<file path="src/rtl/slave_addr_decoder.sv">
// rtl/slave_addr_decoder.sv - programmable registered slave address decoder
//
// Holds SLAVE_NUM base/limit regions written through a lockable config port.
// Decodes request addresses through one valid/ready register stage into a
// one-hot slave select, binary index and decode-error flag, and counts misses.
//
// Optional feature macro: ADDR_DECODE_HIT_CNT_EN (per-region hit counters).
//
// Ports:
//   ACLK, ARESETn          clock, asynchronous active-low reset
//   cfg_we/idx/base/limit/en  region table write (ignored once locked)
//   cfg_lock, cfg_locked   sticky table lock request / status
//   req_*                  address request (valid/ready, addr, id)
//   dec_*                  registered decode result (valid/ready, sel, idx, err, addr, id)
//   err_clr, err_cnt       saturating miss counter and its clear
//   hit_cnt                per-region saturating hit counters (0 when disabled)

module slave_addr_decoder #(
    parameter int SLAVE_NUM = 8,
    parameter int ADDR_W    = 32,
    parameter int ID_W      = 4,
    parameter int CNT_W     = 16,
    localparam int IDX_W    = $clog2(SLAVE_NUM)
) (
    input  logic                       ACLK,
    input  logic                       ARESETn,
    input  logic                       cfg_we,
    input  logic [IDX_W-1:0]           cfg_idx,
    input  logic [ADDR_W-1:0]          cfg_base,
    input  logic [ADDR_W-1:0]          cfg_limit,
    input  logic                       cfg_en,
    input  logic                       cfg_lock,
    output logic                       cfg_locked,
    input  logic                       req_valid,
    output logic                       req_ready,
    input  logic [ADDR_W-1:0]          req_addr,
    input  logic [ID_W-1:0]            req_id,
    output logic                       dec_valid,
    input  logic                       dec_ready,
    output logic [SLAVE_NUM-1:0]       dec_sel,
    output logic [IDX_W-1:0]           dec_idx,
    output logic                       dec_err,
    output logic [ADDR_W-1:0]          dec_addr,
    output logic [ID_W-1:0]            dec_id,
    input  logic                       err_clr,
    output logic [CNT_W-1:0]           err_cnt,
    output logic [SLAVE_NUM*CNT_W-1:0] hit_cnt
);

    logic [ADDR_W-1:0]    base_q  [SLAVE_NUM];
    logic [ADDR_W-1:0]    limit_q [SLAVE_NUM];
    logic [SLAVE_NUM-1:0] en_q;
    logic                 locked_q;

    logic [SLAVE_NUM-1:0] hit;
    logic [SLAVE_NUM-1:0] sel_d;
    logic [IDX_W-1:0]     idx_d;
    logic                 miss_d;
    logic                 accept;

    assign cfg_locked = locked_q;

    // Region table. A write in the same cycle as the lock request still lands
    // because locked_q is only set at this edge. Out-of-range indices match no
    // entry and are dropped.
    always_ff @(posedge ACLK or negedge ARESETn) begin
        if (!ARESETn) begin
            for (int i = 0; i < SLAVE_NUM; i++) begin
                base_q[i]  <= '0;
                limit_q[i] <= '0;
            end
            en_q     <= '0;
            locked_q <= 1'b0;
        end else begin
            if (cfg_lock) begin
                locked_q <= 1'b1;
            end
            if (cfg_we && !locked_q) begin
                for (int i = 0; i < SLAVE_NUM; i++) begin
                    if (cfg_idx == IDX_W'(i)) begin
                        base_q[i]  <= cfg_base;
                        limit_q[i] <= cfg_limit;
                        en_q[i]    <= cfg_en;
                    end
                end
            end
        end
    end

    // Half-open [base, limit) check; base >= limit can never satisfy both.
    always_comb begin
        hit = '0;
        for (int i = 0; i < SLAVE_NUM; i++) begin
            hit[i] = en_q[i] && (req_addr >= base_q[i]) && (req_addr < limit_q[i]);
        end
    end

    // Scan from the top down so the lowest matching index is the last writer.
    always_comb begin
        sel_d = '0;
        idx_d = '0;
        for (int i = SLAVE_NUM - 1; i >= 0; i--) begin
            if (hit[i]) begin
                sel_d = SLAVE_NUM'(1) << i;
                idx_d = IDX_W'(i);
            end
        end
    end

    assign miss_d    = ~|hit;
    assign req_ready = !dec_valid || dec_ready;
    assign accept    = req_valid && req_ready;

    always_ff @(posedge ACLK or negedge ARESETn) begin
        if (!ARESETn) begin
            dec_valid <= 1'b0;
            dec_sel   <= '0;
            dec_idx   <= '0;
            dec_err   <= 1'b0;
            dec_addr  <= '0;
            dec_id    <= '0;
        end else if (accept) begin
            dec_valid <= 1'b1;
            dec_sel   <= sel_d;
            dec_idx   <= idx_d;
            dec_err   <= miss_d;
            dec_addr  <= req_addr;
            dec_id    <= req_id;
        end else if (dec_ready) begin
            dec_valid <= 1'b0;
        end
    end

    always_ff @(posedge ACLK or negedge ARESETn) begin
        if (!ARESETn) begin
            err_cnt <= '0;
        end else if (err_clr) begin
            err_cnt <= '0;
        end else if (accept && miss_d && (err_cnt != '1)) begin
            err_cnt <= err_cnt + CNT_W'(1);
        end
    end

`ifdef ADDR_DECODE_HIT_CNT_EN
    for (genvar g = 0; g < SLAVE_NUM; g++) begin : g_hit_cnt
        logic [CNT_W-1:0] cnt_q;

        // Only the winning region counts, so overlaps are not double counted.
        always_ff @(posedge ACLK or negedge ARESETn) begin
            if (!ARESETn) begin
                cnt_q <= '0;
            end else if (err_clr) begin
                cnt_q <= '0;
            end else if (accept && sel_d[g] && (cnt_q != '1)) begin
                cnt_q <= cnt_q + CNT_W'(1);
            end
        end

        assign hit_cnt[g*CNT_W +: CNT_W] = cnt_q;
    end
`else
    assign hit_cnt = '0;
`endif

endmodule

</file>
<file path="config.mk">
export PLATFORM = sky130hd
export DESIGN_NAME = slave_addr_decoder
export DESIGN_NICKNAME = d
export VERILOG_FILES = /design/src/rtl/slave_addr_decoder.sv
export SDC_FILE = /design/constraint.sdc
export NUM_CORES = 1
export LEC_CHECK = 0
export ABC_AREA = 1
export CAP_MARGIN = 10
export CORE_MARGIN = 3
export CORE_UTILIZATION = 45
export DETAILED_ROUTE_END_ITERATION = 6
export GPL_TIMING_DRIVEN = 0
export PLACE_DENSITY_LB_ADDON = 0.08
export SETUP_SLACK_MARGIN = 0.5
export SKIP_CTS_REPAIR_TIMING = 1
export SLEW_MARGIN = 15
export SYNTH_ARGS = -nofsm -noshare
export SYNTH_HDL_FRONTEND = slang
export SYNTH_SLANG_ARGS = --single-unit
</file>
<file path="constraint.sdc">
create_clock -name ACLK -period 2.1 [get_ports ACLK]
set_input_delay 0.315 -clock ACLK [delete_from_list [all_inputs] [get_ports ACLK]]
set_output_delay 0.315 -clock ACLK [all_outputs]
set_load 0.005 [all_outputs]
</file>
# Word level (Yosys, flattened, before mapping)
# Index checks and enable logic that the tools add are counted.
[totals] reg_bits=586 inputBits=111 elab_cells=113
[classes] magnitude_cmp=16 eq_ne=8 reduce_logical=36 mux=20 n_addsub=1
[op_table] cell="32-bit greater-or-equal comparator" n=8
[op_table] cell="32-bit less-than comparator" n=8
[op_table] cell="8-bit 2-to-1 mux" n=8
[op_table] cell="16-bit 2-to-1 mux" n=2
[op_table] cell="3-bit 2-to-1 mux" n=8
[op_table] cell="1-bit logical AND" n=20
[op_table] cell="16-bit by 1-bit adder with 16-bit output (second input constant)" n=1
[op_table] cell="16-bit inequality test (second input constant)" n=1
[op_table] cell="2-bit AND reduction" n=8
[op_table] cell="3-bit equality test (second input constant)" n=4
[op_table] cell="8-bit OR reduction" n=1
[op_table] cell="3-bit by 2-bit equality test with 1-bit output (second input constant)" n=2
[op_table] cell="2-bit nonzero test" n=2
[op_table] cell="3-bit by 1-bit equality test with 1-bit output (second input constant)" n=1
[op_table] cell="1-bit zero test" n=3
[op_table] cell="3-bit zero test" n=1
[op_table] cell="1-bit 2-to-1 mux" n=2
[op_table] cell="1-bit logical OR" n=1

# Logic depth before layout (Yosys ltp)
[depth] word_depth=11 ltp_mapped=21 depth_no_buf=20

# Worst setup path before layout
# OpenSTA, ideal clock, no wires.
[synth_timing] path_type="register to register" startpoint="reg base_q[191] in the netlist's numbering" endpoint="reg err_cnt[13]" arrival_time_ps=1984 setup_ps=117 required_time_ps=1983 path_stages_with_launch=17 path_buffers=1 synth_period_minus_slack_ps=2101 slack_ps=-1 path_cell_list="dfrtp_1 inv_1 ha_1 nand2_1 nor2_1 nand2_1 nor4_1 nand3b_1 nand3_1 nand3_2 nand2_1 nor2_4 nand3_4 nand2_4 buf_6 nand2_1 nand2_1"
[synth_between] elab_chain_cells=8
[synth_lines] element="start: declaration" line_no="50" text="logic [ADDR_W-1:0] base_q [SLAVE_NUM];"
[synth_lines] element="start signal: indexed assignment" line_no="81" text="base_q[i] <= cfg_base;"
[synth_lines] element="32-bit greater-or-equal comparator" line_no="94" text="hit[i] = en_q[i] && (req_addr >= base_q[i]) && (req_addr < limit_q[i]);"
[synth_lines] element="1-bit logical AND (2 in series)" line_no="94"
[synth_lines] element="8-bit OR reduction" line_no="110" text="assign miss_d = ~|hit;"
[synth_lines] element="1-bit zero test" line_no="110"
[synth_lines] element="1-bit logical AND (2 in series)" line_no="139" text="end else if (accept && miss_d && (err_cnt != '1)) begin"
[synth_lines] element="2-bit nonzero test (no source line)"
[synth_lines] element="end signal: assignment" line_no="140" text="err_cnt <= err_cnt + CNT_W'(1);"
[synth_lines] element="end: declaration" line_no="46" text="output logic [CNT_W-1:0] err_cnt,"
# Every way passes these cells.
# A chain may end at the register's enable or synchronous reset.

# Worst setup path after layout
[layout_timing] startpoint="reg base_q[13] in the netlist's numbering" endpoint="reg err_cnt[8]"
# Same word-level chain as after synthesis.

==> results.yml <==
die:
  core.rowCount: 102
  core_area_um2: 77720
  die_width_um: 286.5
  design.die.area_um2: 82100
  floorplan.initialDensity_pct: 45.57
  io_pins: 306
  chip_height_um: 286.5
global_route:
  globalRouteMet3Util_pct: 2.994
  grt.overflow.total: 0
  globalRouteTotalUtil_pct: 26.68
  grt_antenna_before_repair: 1
  grt_first_pass_wirelength_um: 167000
  grt-busiest-layer: "met2"
  grt_util_met1_pct: 36.77
  first_global_vias: 27610
  grt_max_degree: 98
  grt.met2_usage_pct: 43.93
yosys:
  synth.avg_cell_area_um2: 8.125
  synth-edff-count: 0
  synth_area_um2: 35420
  ys.warnings.count: 0
  postSynth.topFlopCell: "dfrtp_1"
  synthCells: 4359
  ys_seq_elements: 586
  synth_sequential_area_ratio_pct: 41.41
  post_synth_num_cell_types: 44
  async_flop_share_pct: 100.0
worst_setup_path:
  crit_arrival_ns: 3.16
  timing_worst_setup_path_type: "reg -> reg"
  crit_path_max_fanout: 6
  start_kind: "flip-flop"
  required_time_worst_endpoint_ns: 2.61
  crit_path_end_kind: "flip-flop"
final_layout:
  final_common_cell: "nand2_1"
  drive_gt1_share_pct: 12.92
  final.fill_count: 7145
  synthToLayoutAreaGrowth_pct: 23.07
  stdcell_count: 5884
  postLayoutCoreUtil_pct: 56.08
  layout_common_cells: "1043 x nand2_1, 656 x inv_1, 586 x dfrtp_1"
  n_antenna_cell: 0
  layout.nets: 5410
timing:
  timing.slew.headroom_pct: 39.36
  timing_hold_violations_final: 0
  finalCritPeriodShare_pct: 126.4
  timing.fmax_mhz: 376.8
  finalHoldWorstSlack_ns: 0.1764
  fin_ws_ns: -0.5539
  finalMaxSlewViolations: 0
  tightestPinTransition_ns: 0.9096
  finalWorstPathRequiredPeriod_ns: 2.654
  rsz0062_at_grt: "yes"
  final.setup_skew_ns: 0.01762
  setup-violations-final: 106
run_status:
  violated_checks: "setup timing"
  run_status: "finished with violations"
cts:
  worstSkewPairLatency_ns: 0.63
  path_clk_slew_ns: 0.06
  cts_inserted_buffers: 70
  cts_num_sinks: 586
  ctsHtreeMaxLevel: 3
  tritoncts: "built"
  cts-root-buf: "clkbuf_16"
  ctsLongestPathBuffers: 3
drt:
  first_pass_iters: 5
  number_of_drc_violations_after_detailed_routing_iteration_0: 2001
  drc_errors_left: 0
  route.antenna.remaining_nets: 0
  via_count: 29530
  via_per_inst: 5.019
  finalWirelength_um: 111600
  detail_route.wl_per_cell_um: 18.97
placed_design:
  dpl.hpwl_um: 79170
  numPortBuffers: 176
  gpl.final_weighted_congestion: 0.8583
  placed_cells_incl_taps: 5709
pwr:
  leakage_uw: 0.02119
  power.density_nw_per_um2: 653.0
  power.ir.vdd_worst_mv: 0.5270
  report.power.total_uw: 28460
min_path:
  worst_hold_path_type: "in -> async"
run:
  drv.max_cap_violation_count: 0
[synthesized netlist by cell type, types with 2 or more instances]
cell type | number | area [um^2]
ha_1 | 505 | 6319
a31oi_1 | 6 | 37.54
nor3b_1 | 5 | 37.54
a21oi_1 | 226 | 1131
and3_1 | 5 | 31.28
clkbuf_1 | 117 | 439.2
o22ai_1 | 2 | 12.51
buf_4 | 128 | 960.9
xor2_1 | 3 | 26.28
buf_6 | 2 | 22.52
dfrtp_1 | 586 | 14660
o21ai_0 | 583 | 2918
a21o_1 | 5 | 37.54
nand3_2 | 7 | 70.07
o21bai_1 | 5 | 37.54
nor4_1 | 8 | 50.05
nand2_1 | 1124 | 4219
nand3_1 | 69 | 345.3
inv_2 | 2 | 7.510
nand4_1 | 39 | 244.0
o21a_1 | 32 | 240.2
nand3b_1 | 7 | 52.55
inv_1 | 674 | 2530
nor2_1 | 163 | 611.8
a21boi_0 | 2 | 15.01
nor2_4 | 4 | 45.04
buf_1 | 7 | 26.28
a22o_1 | 2 | 17.52
nor3_1 | 23 | 115.1
o21ai_1 | 3 | 15.01
xnor2_1 | 2 | 17.52
[cell families after synthesis]
group | share of synthesized area, %
DFF | 41.41
adders and majority gates | 17.84
other | 0.01059
xor gates and xnor gates | 0.1237
and+or+nand+nor | 16.68
AOI/OAI and AO/OA | 12.67
buffers and inverters | 11.27
[worst paths after layout]
path / from / to / slack, ns / cells past startpoint
worst max-delay path: base_q[13]$_DFFE_PN0P_ / err_cnt[8]$_DFFE_PN0P_ / -0.55 / 16
worst min-delay path: ARESETn / limit_q[44]$_DFFE_PN0P_ / 0.18 / 2
worst max register to register: base_q[13]$_DFFE_PN0P_ / err_cnt[8]$_DFFE_PN0P_ / -0.55 / 16
worst min register to register: dec_addr[4]$_DFFE_PN0P_ / dec_addr[4]$_DFFE_PN0P_ / 0.47 / 2
max in group asynchronous: ARESETn / base_q[247]$_DFFE_PN0P_ / 0.13 / 5
min in group ACLK: err_clr / err_cnt[15]$_DFFE_PN0P_ / 0.23 / 4
[power breakdown]
group | internal [uW] | leakage, uW | switching (uW)
logic | 1590 | 0.0126 | 2400
clock network | 7520 | 0.00116 | 5110
registers | 11700 | 0.00745 | 186
total | 20800 | 0.0212 | 7690
[state kept, by name, indices dropped and copies added (netlist names), 3 cells and up]
register  cells
dec_idx       3
base_q      256
dec_id        4
err_cnt      16
limit_q     256
en_q          8
dec_sel       8
dec_addr     32
[per-stage QoR]
| step | setup slack (ns) | setup TNS [ns] | instance area (um^2) |
|---|---|---|---|
| after detailed placement | -2.437 | -493.31 | 39120 |
| after CTS | -1.787 | -283.50 | 41460 |
| after floorplan | 0.05005 | 0 | 35940 |
| after global placement | -27.10 | - | 39000 |
| final | -0.5539 | -22.08 | 43590 |
| after global routing | -0.5970 | -51.62 | 43590 |
[critical path, stage by stage, from the launching register on]
cell and delay (ns):
dfrtp_1 0.34, inv_1 0.05, ha_1 0.30, nand2_2 0.08, nor2_4 0.11, nand2_2 0.09
nor4_4 0.49, nand2_1 0.18, nand3_4 0.15, nand3_2 0.10, nand2_2 0.10, nor2_4 0.05
nand3_4 0.14, nand2_8 0.09, clkbuf_16 0.17, nand2_2 0.05, nand2_1 0.04
[cell type report]
cell class / instances / area, um^2 / area share [%]
plain buffers: 254 / 1832 / 4.203
clock buffers: 96 / 2033 / 4.665
clock inverters: 26 / 307.8 / 0.7062
inverters: 677 / 2544 / 5.836
multi-input cells: 2969 / 18480 / 42.39
flip-flops and latches: 586 / 14660 / 33.64
well taps: 1040 / 1301 / 2.985
repair buffers: 236 / 2429 / 5.572
[metal layers]
layer  wire (um)  share of wire [%]  vias to the layer above
met2       51650                 46                      658
li1            -                  -                    14670
met1       50620                 45                    14040
met4        4204                3.8                        0
met5           0                  0                        -
met3        5121                4.6                      166
No activity file was read; power rests on OpenSTA's default activity.
